**src/rtl/bin2bcd16_8421.sv**
```systemverilog
// bin2bcd16_8421: sequential binary to 4-digit 8421 BCD converter (double dabble).
//
// A start pulse in IDLE captures `bin` and runs BIN_W shift/add-3 steps over a
// 5-digit accumulator. The low four digits land on Y and a non-zero fifth digit
// raises ovf. Y/ovf only change on the edge that enters DONE, so no partial
// result is ever visible.
//
// Parameters:
//   BIN_W   binary operand width, 4..16
// Ports:
//   clk     clock, rising edge
//   rst_n   synchronous active-low reset
//   start   conversion request, honoured in IDLE only
//   bin     unsigned operand, captured when start is accepted
//   Y       BCD result, Y[15:12] thousands .. Y[3:0] units
//   ovf     captured operand was above 9999
//   busy    high while shifting
//   done    one-cycle pulse when Y/ovf are newly valid
//
// Build option: define BIN2BCD_SAT_EN to force Y to 16'h9999 on overflow
// (default: Y carries the value mod 10000).
module bin2bcd16_8421 #(
  parameter int unsigned BIN_W = 14
) (
  input  logic             clk,
  input  logic             rst_n,
  input  logic             start,
  input  logic [BIN_W-1:0] bin,
  output logic [15:0]      Y,
  output logic             ovf,
  output logic             busy,
  output logic             done
);

  typedef enum logic [1:0] {StIdle, StShift, StDone} state_e;

  state_e           state_q;
  logic [BIN_W-1:0] opnd_q;
  logic [19:0]      acc_q;
  logic [4:0]       cnt_q;

  logic [19:0]       acc_adj;
  logic [BIN_W+19:0] shifted;
  logic [19:0]       acc_shift;
  logic [BIN_W-1:0]  opnd_shift;
  logic              last_shift;
  logic              ovf_load;
  logic [15:0]       y_load;

  // Add-3 correction on every digit >= 5 before the shift.
  always_comb begin
    acc_adj = acc_q;
    for (int i = 0; i < 5; i++) begin
      if (acc_q[4*i +: 4] >= 4'd5) begin
        acc_adj[4*i +: 4] = acc_q[4*i +: 4] + 4'd3;
      end
    end
  end

  always_comb begin
    shifted    = {acc_adj, opnd_q} << 1;
    acc_shift  = shifted[BIN_W+19:BIN_W];
    opnd_shift = shifted[BIN_W-1:0];
    last_shift = (cnt_q == 5'(BIN_W - 1));
    // Result is taken from the post-shift accumulator so Y is valid on the
    // same edge that enters DONE.
    ovf_load   = (acc_shift[19:16] != 4'd0);
`ifdef BIN2BCD_SAT_EN
    y_load     = ovf_load ? 16'h9999 : acc_shift[15:0];
`else
    y_load     = acc_shift[15:0];
`endif
  end

  always_ff @(posedge clk) begin
    if (!rst_n) begin
      state_q <= StIdle;
      opnd_q  <= '0;
      acc_q   <= '0;
      cnt_q   <= '0;
      Y       <= 16'h0000;
      ovf     <= 1'b0;
      busy    <= 1'b0;
      done    <= 1'b0;
    end else begin
      unique case (state_q)
        StIdle: begin
          done <= 1'b0;
          if (start) begin
            opnd_q  <= bin;
            acc_q   <= '0;
            cnt_q   <= '0;
            busy    <= 1'b1;
            state_q <= StShift;
          end
        end
        StShift: begin
          acc_q  <= acc_shift;
          opnd_q <= opnd_shift;
          cnt_q  <= cnt_q + 5'd1;
          if (last_shift) begin
            Y       <= y_load;
            ovf     <= ovf_load;
            busy    <= 1'b0;
            done    <= 1'b1;
            state_q <= StDone;
          end
        end
        StDone: begin
          done    <= 1'b0;
          state_q <= StIdle;
        end
        default: begin
          busy    <= 1'b0;
          done    <= 1'b0;
          state_q <= StIdle;
        end
      endcase
    end
  end

endmodule

```
**config.mk**
```make
export PLATFORM = sky130hd
export DESIGN_NAME = bin2bcd16_8421
export DESIGN_NICKNAME = d
export VERILOG_FILES = /design/src/rtl/bin2bcd16_8421.sv
export SDC_FILE = /design/constraint.sdc
export NUM_CORES = 1
export LEC_CHECK = 0
export ABC_AREA = 1
export CORE_AREA = 2 2 73 92
export CTS_BUF_LIST = sky130_fd_sc_hd__clkbuf_8
export DETAILED_ROUTE_END_ITERATION = 16
export DIE_AREA = 0 0 75 94
export PLACE_DENSITY = 0.62
export SYNTH_ARGS = -nofsm -noshare
export SYNTH_HDL_FRONTEND = slang
export SYNTH_SLANG_ARGS = --single-unit
```
**constraint.sdc**
```tcl
create_clock -name clk -period 3.7 [get_ports clk]
set_input_delay 0.925 -clock clk [delete_from_list [all_inputs] [get_ports clk]]
set_output_delay 0.925 -clock clk [all_outputs]
set_load 0.02 [all_outputs]
```
==> impl_metrics.toml <==
[status]
outcome = "finished, final reports clean"

[clock_tree]
cts_hold_buffers = 0
htreeDepth = 3
clk_pin_slew_worst_paths_ns = 0.07
worst_skew_pair.late_latency_ns = 0.34
cts_tree = "done"
post_cts_resized = 0
clock-root-buffer = "sky130_fd_sc_hd__clkbuf_8"
cts_post_setup_buffers_inserted = 0
clock_sink_count = 60
cts.path.max_buffers = 2
cts_inserted_buffers = 9

[synthesis]
ys_ff_latch = 60
yosys.cell_types.count = 25
synthesized_area_per_cell_sq_um = 7.22
synth-warning-count = 0
synthesis.area_sq_um = 2720
synth_fp_nets = 405
synthCells = 376
ys_seq_area_frac = 0.442

[final_layout]
final_net_count = 442
share_of_post_route_cells_with_drive_strength_above_1 = 0.0574
area_growth_syn_to_layout_pct = 22.2
most-common-layout-cells = "sky130_fd_sc_hd__nand2_1 (93), sky130_fd_sc_hd__dfxtp_1 (60), sky130_fd_sc_hd__inv_1 (48)"
antenna_cells = 0
finalInstanceArea_sq_um = 3320
final-instance-count-excl-fill = 503
multiInputGateArea_sq_um = 1270
layout.filler_cells = 595
final_common_cell = "sky130_fd_sc_hd__nand2_1"
seq_area_sq_um = 1200

[sta]
fmaxAchievable_ghz = 0.445
slew_headroom = 0.726
final.min_clock_period_ns = 2.25
clock_skew_ns = 0.00831
worst-slew-pin-transition_ns = 0.410
final_max_slew_viol_count = 0
rsz0062_at_grt = "no"
setup_total_negative_slack_ns = 0
hold_viol_final = 0
period_share = 0.608
setup-violations-final = 0

[job]
cap_viol_max_count = 0

[worst_setup_path]
cp_data_arrival_time_ns = 1.32
path_delay_family = "buffers and inverters"
timing.critical_path.slowest_stage_cell = "sky130_fd_sc_hd__clkdlybuf4s50_1"
worstSetupStartpointType = "register"
path_class = "reg -> out"
cp_peak_stage_delay_ns = 0.62
required_ns = 2.77
critical_path.cell_chain = "clkdlybuf4s50_1"
end_kind = "output pin"
reg2regPathDepth = 8
crit_path_max_fanout = 2
path_buf_inv = 1
crit_cells = 1

[route]
via_per_inst = 4.81
number_of_routed_nets_with_antenna_violations = 0
postRouteWirelength_mm = 5.88
wl_per_cell_um = 11.7
drt_drc_violations_left = 0
vias = 2417
first_iter_violations = 111
firstDrtPassIters = 4

[power]
cellPowerDensity_nw_per_um2 = 388
power.ir.vdd_worst_mv = 0.270
power.leakage_nw = 1.34

[floorplanning]
initial_utilization = 0.443
ios = 36
core-area_sq_um = 6130
floorplan.die_area_sq_um = 7050
floorplan.rows = 32
die_height_um = 94
dieWidth_um = 75

[global_route]
global_route.usage.total = 0.192
grt_overflow_total = 0
maximum_number_of_pins_on_one_net_before_global_route_repair = 22
grt_first_pass_wirelength_mm = 10.3
grt_pass1_vias = 2291
grt_antenna_before_repair = 0

[place]
postPlaceCellArea_sq_um = 3140
place.gp.congestion = 0.774
io_buffers = 35
dp.cells = 487
dp.final_hpwl_mm = 4.03

[hold_path]
holdCritPathClass = "reg -> reg"
worst_hold_path.num_cells = 2
[synthesized netlist by cell type, drive strengths merged]
| library cell | count | area [sq um] |
|---|---|---|
| dfxtp | 60 | 1200 |
| and3 | 1 | 6.26 |
| buf | 9 | 51.3 |
| a22oi | 3 | 22.5 |
| nand4 | 4 | 25.0 |
| ha | 12 | 150 |
| o211ai | 1 | 7.51 |
| clkbuf | 4 | 15.0 |
| a21oi | 22 | 110 |
| o22ai | 7 | 43.8 |
| nand3 | 22 | 115 |
| nor2 | 38 | 158 |
| o21ai | 41 | 205 |
| o31ai | 1 | 7.51 |
| nand2 | 94 | 355 |
| inv | 48 | 180 |
| a31oi | 5 | 31.3 |
| o21a | 4 | 30.0 |
[where the power goes]
group	switching, mW	internal, mW
Combinational	0.0472	0.0338
Clock	0.247	0.290
Sequential	0.00803	0.660
Total	0.303	0.983
[flip-flops by register name, summed over array words and instances, names as in the netlist]
name,count
Y,16
acc_q,20
busy,1
cnt_q,5
done,1
opnd_q,14
ovf,1
state_q,2
[worst register-to-register path, delay by kind of cell (launching register included)]
family	cells	cell delay, ns
and+or+nand+nor	4	0.86
buffers and inverters	3	0.52
AOI/OAI and AO/OA	1	0.08
DFF	1	0.35
[cell families after synthesis]
logic type,share of synthesized area
simple gates,0.243
compound gates,0.169
buf+inv,0.0908
flops,0.442
fa+ha+maj,0.0553
[stage by stage]
stage	setup WS [ns]	hold slack [ns]	utilization	power, mW
floorplan	1.94	0.428	-	0.729
global placement	1.38	0.441	0.512	0.764
global route	1.40	0.491	0.541	1.34
detailed placement	1.36	0.449	0.512	0.764
CTS	1.44	0.458	0.541	1.30
finish	1.45	0.457	0.541	1.29
[per-layer routing]
metal  GRT usage  vias up  share of wire
li1            -     1291              -
met1       0.245     1072           0.48
met2       0.304       45           0.47
met3      0.0451        9          0.031
met4      0.0848        0          0.019
met5           0        -              0
[layout make-up]
| class | count | area share |
|---|---|---|
| multi-input cells | 255 | 0.382 |
| inverters | 48 | 0.0543 |
| well taps | 85 | 0.0321 |
| flip-flops and latches | 60 | 0.362 |
| clock buffers | 12 | 0.0498 |
| clock inverters | 4 | 0.00490 |
| repair buffers | 39 | 0.115 |
[worst paths after layout]
check              from  endpoint  slack (ns)
min                done      done        0.46
max                Y[0]      Y[0]        1.45
max reg2reg  state_q[0]      Y[8]        1.84
min reg2reg        done      done        0.46
(Power assumes the default switching activity.)
